## src/rtl/alu_arbiter_if.sv

```systemverilog
// Bundles the two requester ports, the shared result bus and the ALU drive/return lines.
interface alu_arbiter_if #(
  parameter int unsigned W_IN  = 4,
  parameter int unsigned W_OUT = 8,
  parameter int unsigned W_OP  = 3
) ();
  logic             req0;
  logic [W_OP-1:0]  op0;
  logic [W_IN-1:0]  a0;
  logic [W_IN-1:0]  b0;
  logic             req1;
  logic [W_OP-1:0]  op1;
  logic [W_IN-1:0]  a1;
  logic [W_IN-1:0]  b1;
  logic             gnt0;
  logic             gnt1;
  logic             done0;
  logic             done1;
  logic             err0;
  logic             err1;
  logic [W_OUT-1:0] res;
  logic             busy;
  logic [W_IN-1:0]  alu_in1;
  logic [W_IN-1:0]  alu_in2;
  logic [W_OP-1:0]  alu_s;
  logic             alu_ld;
  logic [W_OUT-1:0] alu_out;

  // Requester/ALU side of the bus.
  modport master (
    output req0, op0, a0, b0, req1, op1, a1, b1, alu_out,
    input  gnt0, gnt1, done0, done1, err0, err1, res, busy,
           alu_in1, alu_in2, alu_s, alu_ld
  );

  // Arbiter side of the bus.
  modport slave (
    input  req0, op0, a0, b0, req1, op1, a1, b1, alu_out,
    output gnt0, gnt1, done0, done1, err0, err1, res, busy,
           alu_in1, alu_in2, alu_s, alu_ld
  );
endinterface

```

## src/rtl/alu_arbiter.sv

```systemverilog
// Round-robin sharing of one registered ALU between two requesters.
// Each accepted op takes IDLE -> ISSUE (ALU load) -> CAPTURE (result to res, done pulse).
module alu_arbiter #(
  parameter int unsigned W_IN  = 4,
  parameter int unsigned W_OUT = 8,
  parameter int unsigned W_OP  = 3
) (
  input  logic         clk,
  input  logic         rst,
  alu_arbiter_if.slave bus_io
);

  typedef enum logic [1:0] {
    ST_IDLE    = 2'd0,
    ST_ISSUE   = 2'd1,
    ST_CAPTURE = 2'd2
  } state_e;

  // Counting ops need several ALU cycles and are refused.
  localparam logic [W_OP-1:0] OP_UPCNT = W_OP'(5);
  localparam logic [W_OP-1:0] OP_DNCNT = W_OP'(6);

  state_e           state_q;
  logic             ptr_q;
  logic             owner_q;
  logic             gnt0_q, gnt1_q;
  logic             done0_q, done1_q;
  logic             err0_q, err1_q;
  logic             busy_q;
  logic             ld_q;
  logic [W_OUT-1:0] res_q;
  logic [W_IN-1:0]  in1_q, in2_q;
  logic [W_OP-1:0]  s_q;

  logic             any_req;
  logic             sel_port;
  logic [W_OP-1:0]  sel_op;
  logic [W_IN-1:0]  sel_a, sel_b;
  logic             sel_reject;

  // Winner selection: on a tie the port not granted last time wins.
  always_comb begin
    any_req  = bus_io.req0 | bus_io.req1;
    sel_port = bus_io.req1;
    if (bus_io.req0 && bus_io.req1) begin
      sel_port = ~ptr_q;
    end
    sel_op     = sel_port ? bus_io.op1 : bus_io.op0;
    sel_a      = sel_port ? bus_io.a1  : bus_io.a0;
    sel_b      = sel_port ? bus_io.b1  : bus_io.b0;
    sel_reject = (sel_op == OP_UPCNT) || (sel_op == OP_DNCNT);
  end

  always_ff @(posedge clk or posedge rst) begin
    if (rst) begin
      state_q <= ST_IDLE;
      ptr_q   <= 1'b1;
      owner_q <= 1'b0;
      gnt0_q  <= 1'b0;
      gnt1_q  <= 1'b0;
      done0_q <= 1'b0;
      done1_q <= 1'b0;
      err0_q  <= 1'b0;
      err1_q  <= 1'b0;
      busy_q  <= 1'b0;
      ld_q    <= 1'b0;
      res_q   <= '0;
      in1_q   <= '0;
      in2_q   <= '0;
      s_q     <= '0;
    end else begin
      gnt0_q  <= 1'b0;
      gnt1_q  <= 1'b0;
      done0_q <= 1'b0;
      done1_q <= 1'b0;
      err0_q  <= 1'b0;
      err1_q  <= 1'b0;
      ld_q    <= 1'b0;
      case (state_q)
        ST_IDLE: begin
          if (any_req) begin
            gnt0_q <= ~sel_port;
            gnt1_q <= sel_port;
            ptr_q  <= sel_port;
            if (sel_reject) begin
              err0_q <= ~sel_port;
              err1_q <= sel_port;
            end else begin
              s_q     <= sel_op;
              in1_q   <= sel_a;
              in2_q   <= sel_b;
              owner_q <= sel_port;
              ld_q    <= 1'b1;
              busy_q  <= 1'b1;
              state_q <= ST_ISSUE;
            end
          end
        end
        ST_ISSUE: begin
          state_q <= ST_CAPTURE;
        end
        ST_CAPTURE: begin
          // ALU registered the result at the end of ISSUE.
          res_q   <= bus_io.alu_out;
          done0_q <= ~owner_q;
          done1_q <= owner_q;
          busy_q  <= 1'b0;
          state_q <= ST_IDLE;
        end
        default: begin
          state_q <= ST_IDLE;
        end
      endcase
    end
  end

  assign bus_io.gnt0    = gnt0_q;
  assign bus_io.gnt1    = gnt1_q;
  assign bus_io.done0   = done0_q;
  assign bus_io.done1   = done1_q;
  assign bus_io.err0    = err0_q;
  assign bus_io.err1    = err1_q;
  assign bus_io.busy    = busy_q;
  assign bus_io.res     = res_q;
  assign bus_io.alu_in1 = in1_q;
  assign bus_io.alu_in2 = in2_q;
  assign bus_io.alu_s   = s_q;
  assign bus_io.alu_ld  = ld_q;

endmodule

```

## src/flat_wrapper.sv

```systemverilog
// flat-port wrapper written by rule: the top's interface ports become plain ports
module alu_arbiter_flat 
#(
  parameter int unsigned W_IN  = 4,
  parameter int unsigned W_OUT = 8,
  parameter int unsigned W_OP  = 3
)
  (clk, rst, bus_io_req0, bus_io_op0, bus_io_a0, bus_io_b0, bus_io_req1, bus_io_op1, bus_io_a1, bus_io_b1, bus_io_alu_out, bus_io_gnt0, bus_io_gnt1, bus_io_done0, bus_io_done1, bus_io_err0, bus_io_err1, bus_io_res, bus_io_busy, bus_io_alu_in1, bus_io_alu_in2, bus_io_alu_s, bus_io_alu_ld);
  alu_arbiter_if #(.W_IN(W_IN), .W_OUT(W_OUT), .W_OP(W_OP)) bus_io_i ();
  input  logic clk;
  input  logic rst;
  input wire logic [$bits(bus_io_i.req0)-1:0] bus_io_req0;
  input wire logic [$bits(bus_io_i.op0)-1:0] bus_io_op0;
  input wire logic [$bits(bus_io_i.a0)-1:0] bus_io_a0;
  input wire logic [$bits(bus_io_i.b0)-1:0] bus_io_b0;
  input wire logic [$bits(bus_io_i.req1)-1:0] bus_io_req1;
  input wire logic [$bits(bus_io_i.op1)-1:0] bus_io_op1;
  input wire logic [$bits(bus_io_i.a1)-1:0] bus_io_a1;
  input wire logic [$bits(bus_io_i.b1)-1:0] bus_io_b1;
  input wire logic [$bits(bus_io_i.alu_out)-1:0] bus_io_alu_out;
  output wire logic [$bits(bus_io_i.gnt0)-1:0] bus_io_gnt0;
  output wire logic [$bits(bus_io_i.gnt1)-1:0] bus_io_gnt1;
  output wire logic [$bits(bus_io_i.done0)-1:0] bus_io_done0;
  output wire logic [$bits(bus_io_i.done1)-1:0] bus_io_done1;
  output wire logic [$bits(bus_io_i.err0)-1:0] bus_io_err0;
  output wire logic [$bits(bus_io_i.err1)-1:0] bus_io_err1;
  output wire logic [$bits(bus_io_i.res)-1:0] bus_io_res;
  output wire logic [$bits(bus_io_i.busy)-1:0] bus_io_busy;
  output wire logic [$bits(bus_io_i.alu_in1)-1:0] bus_io_alu_in1;
  output wire logic [$bits(bus_io_i.alu_in2)-1:0] bus_io_alu_in2;
  output wire logic [$bits(bus_io_i.alu_s)-1:0] bus_io_alu_s;
  output wire logic [$bits(bus_io_i.alu_ld)-1:0] bus_io_alu_ld;
  assign bus_io_i.req0 = bus_io_req0;
  assign bus_io_i.op0 = bus_io_op0;
  assign bus_io_i.a0 = bus_io_a0;
  assign bus_io_i.b0 = bus_io_b0;
  assign bus_io_i.req1 = bus_io_req1;
  assign bus_io_i.op1 = bus_io_op1;
  assign bus_io_i.a1 = bus_io_a1;
  assign bus_io_i.b1 = bus_io_b1;
  assign bus_io_i.alu_out = bus_io_alu_out;
  assign bus_io_gnt0 = bus_io_i.gnt0;
  assign bus_io_gnt1 = bus_io_i.gnt1;
  assign bus_io_done0 = bus_io_i.done0;
  assign bus_io_done1 = bus_io_i.done1;
  assign bus_io_err0 = bus_io_i.err0;
  assign bus_io_err1 = bus_io_i.err1;
  assign bus_io_res = bus_io_i.res;
  assign bus_io_busy = bus_io_i.busy;
  assign bus_io_alu_in1 = bus_io_i.alu_in1;
  assign bus_io_alu_in2 = bus_io_i.alu_in2;
  assign bus_io_alu_s = bus_io_i.alu_s;
  assign bus_io_alu_ld = bus_io_i.alu_ld;
  alu_arbiter #(.W_IN(W_IN), .W_OUT(W_OUT), .W_OP(W_OP)) u_core (.clk(clk), .rst(rst), .bus_io(bus_io_i));
endmodule
```

## config.mk

```make
export PLATFORM = sky130hd
export DESIGN_NAME = alu_arbiter_flat
export DESIGN_NICKNAME = d
export VERILOG_FILES = /design/src/rtl/alu_arbiter_if.sv /design/src/rtl/alu_arbiter.sv /design/src/flat_wrapper.sv
export SDC_FILE = /design/constraint.sdc
export NUM_CORES = 1
export LEC_CHECK = 0
export ABC_AREA = 1
export BUFFER_PORTS_ARGS = -buffer_cell sky130_fd_sc_hd__buf_2
export CAP_MARGIN = 20
export CORE_ASPECT_RATIO = 1.75
export CORE_MARGIN = 5
export CORE_UTILIZATION = 44
export CTS_BUF_LIST = sky130_fd_sc_hd__clkbuf_8
export DETAILED_ROUTE_END_ITERATION = 10
export PLACE_DENSITY = 0.81
export REMOVE_ABC_BUFFERS = 1
export SETUP_SLACK_MARGIN = 0.05
export SLEW_MARGIN = 0
export SYNTH_ARGS = -nofsm -noshare
export SYNTH_HDL_FRONTEND = slang
export SYNTH_SLANG_ARGS = --single-unit
```

## constraint.sdc

```tcl
create_clock -name clk -period 1.3 [get_ports clk]
set_input_delay 0.26 -clock clk [delete_from_list [all_inputs] [get_ports clk]]
set_output_delay 0.26 -clock clk [all_outputs]
set_load 0.03 [all_outputs]
```

==> impl_metrics.tcl <==
set metrics [dict create \
    r2r_setup_slack_ns -0.18 \
    synth_ff_type "dfrtp_1" \
    root_buffer "clkbuf_8" \
    syn2layout_area_growth_pct 48.6 \
    netlist_area_um2 1410 \
    power.leakage_nw 1.21 \
    drt_iter0_markers 14 \
    cts_sinks 31 \
    post_route_cells_drive_above_1_share_pct 45.5 \
    nets 279 \
    path_class "reg -> reg" \
    drv_cap 0 \
    cts_made_buffers 5 \
    finalWirelength_mm 3.65 \
    violations "setup timing" \
    port_buffers 60 \
    hold_viol 0 \
    layout_worst_path_cycle_share_pct 114 \
    maxSlewHeadroom_pct 83.7 \
    async_reset_ff_share_pct 100 \
    yosys.area.top_type_share_pct 53.4 \
    synth.distinct_cells 16 \
    rr_startpoint "u_core.ptr_q$_DFFE_PP1P_" \
    endpoint_kind "flip-flop" \
    crit_arrival_ns 1.65 \
    fillCellCount 269 \
    seq_area_um2 777 \
    instances_no_fill 289 \
    yosysMostFrequentCell "nand2_1" \
    maxSlewViolCount 0 \
    worst_slew_pin_slew_ns 0.244 \
    globalplace.congestion 0.846 \
    ir_worst_vdd_uv 1090 \
    fin_crit_ns 1.48 \
    cp_max_fo 7 \
    first_pass_iters 4 \
    gr-usage-all-layers_pct 18.7 \
    die_w_um 52.7 \
    dr_wl_met2_mm 2.04 \
    antenna_found_initial 0 \
    synthTopCellsByCount "nand2_1 (87), dfrtp_1 (30), nand3_1 (16)" \
    syn_area_per_cell_um2 8.18 \
    place_area_um2 1780 \
    min_path_type "in -> async" \
    ys_ff_latch 31 \
    rows 27 \
    die_y_um 84.8 \
    wirelength_met1_mm 1.28 \
    fmax_ghz 0.674 \
    worstPathRequired_ns 1.46 \
    worstSetupStartpoint "u_core.ptr_q$_DFFE_PP1P_" \
    htree_levels 2 \
    core_area_um2 3110 \
    reg2reg_depth 8 \
    wl_met3_um 218 \
    final_area_um2 2090 \
    synth_edf_count 0 \
    grt_pass1_vias 1328 \
    synth_seq_area_share_pct 55.2 \
    tritoncts "built" \
    multiInputGateArea_um2 703 \
    vias_per_cell 4.58 \
    highest_layer "met4" \
    r2r-end "u_core.bus_io.alu_s[1]$_DFFE_PP0P_" \
    clk_latency_ns 0.27 \
    pin_count 61 \
    syn_inst 172 \
    setup_viol 17 \
    die-area_um2 4470 \
    vias 1324 \
    status "finished with violations" \
    hpwl_mm 2.51 \
    fin_ws_ns -0.184 \
    cp-start-kind "flip-flop" \
    synthTopCellsByArea "dfrtp_1 (53%), nand2_1 (23%), nand3_1 (5.7%)" \
    start_util_pct 45.2 \
    grt_setup_unrepaired "yes" \
    synth_largest_area_cell "dfrtp_1" \
    grt_pass1_wl_mm 6.11 \
    clk_pin_slew_ns 0.06 \
    power_density_nw_per_um2 2350 \
    dp_cells 276 \
    cts.path.max_buffers 2 \
    crit_end "u_core.bus_io.alu_s[1]$_DFFE_PP0P_" \
    clock_skew_ns 0.00157 \
    insertedDiodeCount 0 \
    overflow 0 \
    hold_buffers 0 \
    grt_max_degree 32 \
    drtAntennaViolNets 0 \
    post_drt_wl_per_cell_um 12.6 \
    route.detailed.drc 0 \
    ys_warn_count 0 \
]
## per-layer routing
layer	up-vias	global-route usage, %
li1	673	-
met1	592	19.0
met2	51	32.6
met3	8	4.97
met4	0	10.9
met5	-	0
## cell usage in the layout, fill, tap and decap left out
master,Yosys,final
nand3_4,1,7
dfstp_2,1,1
clkbuf_8,0,7
nor2_2,1,1
buf_2,2,60
buf_4,0,7
buf_6,3,1
inv_2,1,2
nand3b_1,1,1
buf_12,0,2
nor3_4,0,1
inv_4,0,1
nand2_2,4,14
nand2_8,0,1
nor2_1,8,6
nand3_1,16,15
nor2_4,0,2
inv_1,12,11
nand2_4,0,5
dfrtp_1,30,30
nand2_1,87,71
## critical path: stages (launching register included)
cell	delay (ns)
dfstp_2	0.56
nand2_4	0.10
nand2_8	0.10
nand2_4	0.05
nand2_4	0.09
buf_4	0.15
nand3_4	0.14
nand3_1	0.12
nand2_2	0.06
## worst min path at each step
stage               from                                    to
floorplan            rst  u_core.bus_io.alu_in1[0]$_DFFE_PP0P_
global placement     rst        u_core.bus_io.alu_ld$_DFF_PP0_
detailed placement   rst        u_core.bus_io.alu_ld$_DFF_PP0_
CTS                  rst  u_core.bus_io.alu_in1[0]$_DFFE_PP0P_
global route         rst        u_core.bus_io.alu_ld$_DFF_PP0_
finish               rst  u_core.bus_io.alu_in2[1]$_DFFE_PP0P_
## report_power, final
part           switching [mW]  internal, mW  leakage [nW]
sequential              0.211          1.38         0.390
clock                   0.318         0.474        0.0557
combinational            1.74         0.771         0.761
total                    2.27          2.63          1.21
## sequential cells by signal, summed over array words and instances (netlist names)
| signal | cells |
|---|---|
| u_core.bus_io.res | 8 |
| u_core.bus_io.err0 | 1 |
| u_core.bus_io.alu_ld | 1 |
| u_core.bus_io.done1 | 1 |
| u_core.bus_io.done0 | 1 |
| u_core.bus_io.busy | 1 |
| u_core.ptr_q | 1 |
| u_core.owner_q | 1 |
| u_core.bus_io.alu_in1 | 4 |
| u_core.bus_io.gnt0 | 1 |
| u_core.bus_io.err1 | 1 |
| u_core.state_q | 2 |
| u_core.bus_io.alu_s | 3 |
| u_core.bus_io.alu_in2 | 4 |
| u_core.bus_io.gnt1 | 1 |
## stage by stage
| stage | util (%) | total power, mW | hold WS [ns] | setup slack, ns | setup TNS (ns) |
|---|---|---|---|---|---|
| after floorplan | - | 3.06 | 0.363 | -0.157 | -2.32 |
| after global placement | 57.2 | 3.71 | 0.302 | -0.162 | -2.09 |
| after detailed placement | 57.2 | 3.78 | 0.303 | -0.225 | -3.15 |
| after CTS | 65.5 | 4.81 | 0.00946 | -0.149 | -2.02 |
| after global routing | 67.2 | 5.28 | 0.0233 | -0.279 | -3.94 |
| final | 67.2 | 4.90 | 0.00819 | -0.184 | -2.48 |
## repair_timing
item | 4_1_cts | 5_1_grt
gates resized for setup | 26 | 13
cloned | 2 | 0
buffers inserted | 3 | 0
endpoints found under the hold margin | 0 | 0
pin swaps | 9 | 5
endpoints found under the setup margin | 18 | 19
## cell families (layout without fill, tap and decap cells)
family	after synthesis	after routing	synth area share, %
simple gates	122	124	37.9
buf+inv	19	91	6.85
flops	31	31	55.2
## layout make-up
| type | instances | share of cell area, % |
|---|---|---|
| Clock buffer | 7 | 4.61 |
| Clock inverter | 1 | 0.180 |
| Timing Repair Buffer | 70 | 19.3 |
| Sequential cell | 31 | 37.2 |
| Tap cell | 43 | 2.57 |
| Inverter | 13 | 2.46 |
| Multi-Input combinational cell | 124 | 33.7 |
Power figures use the tool's default switching activity.
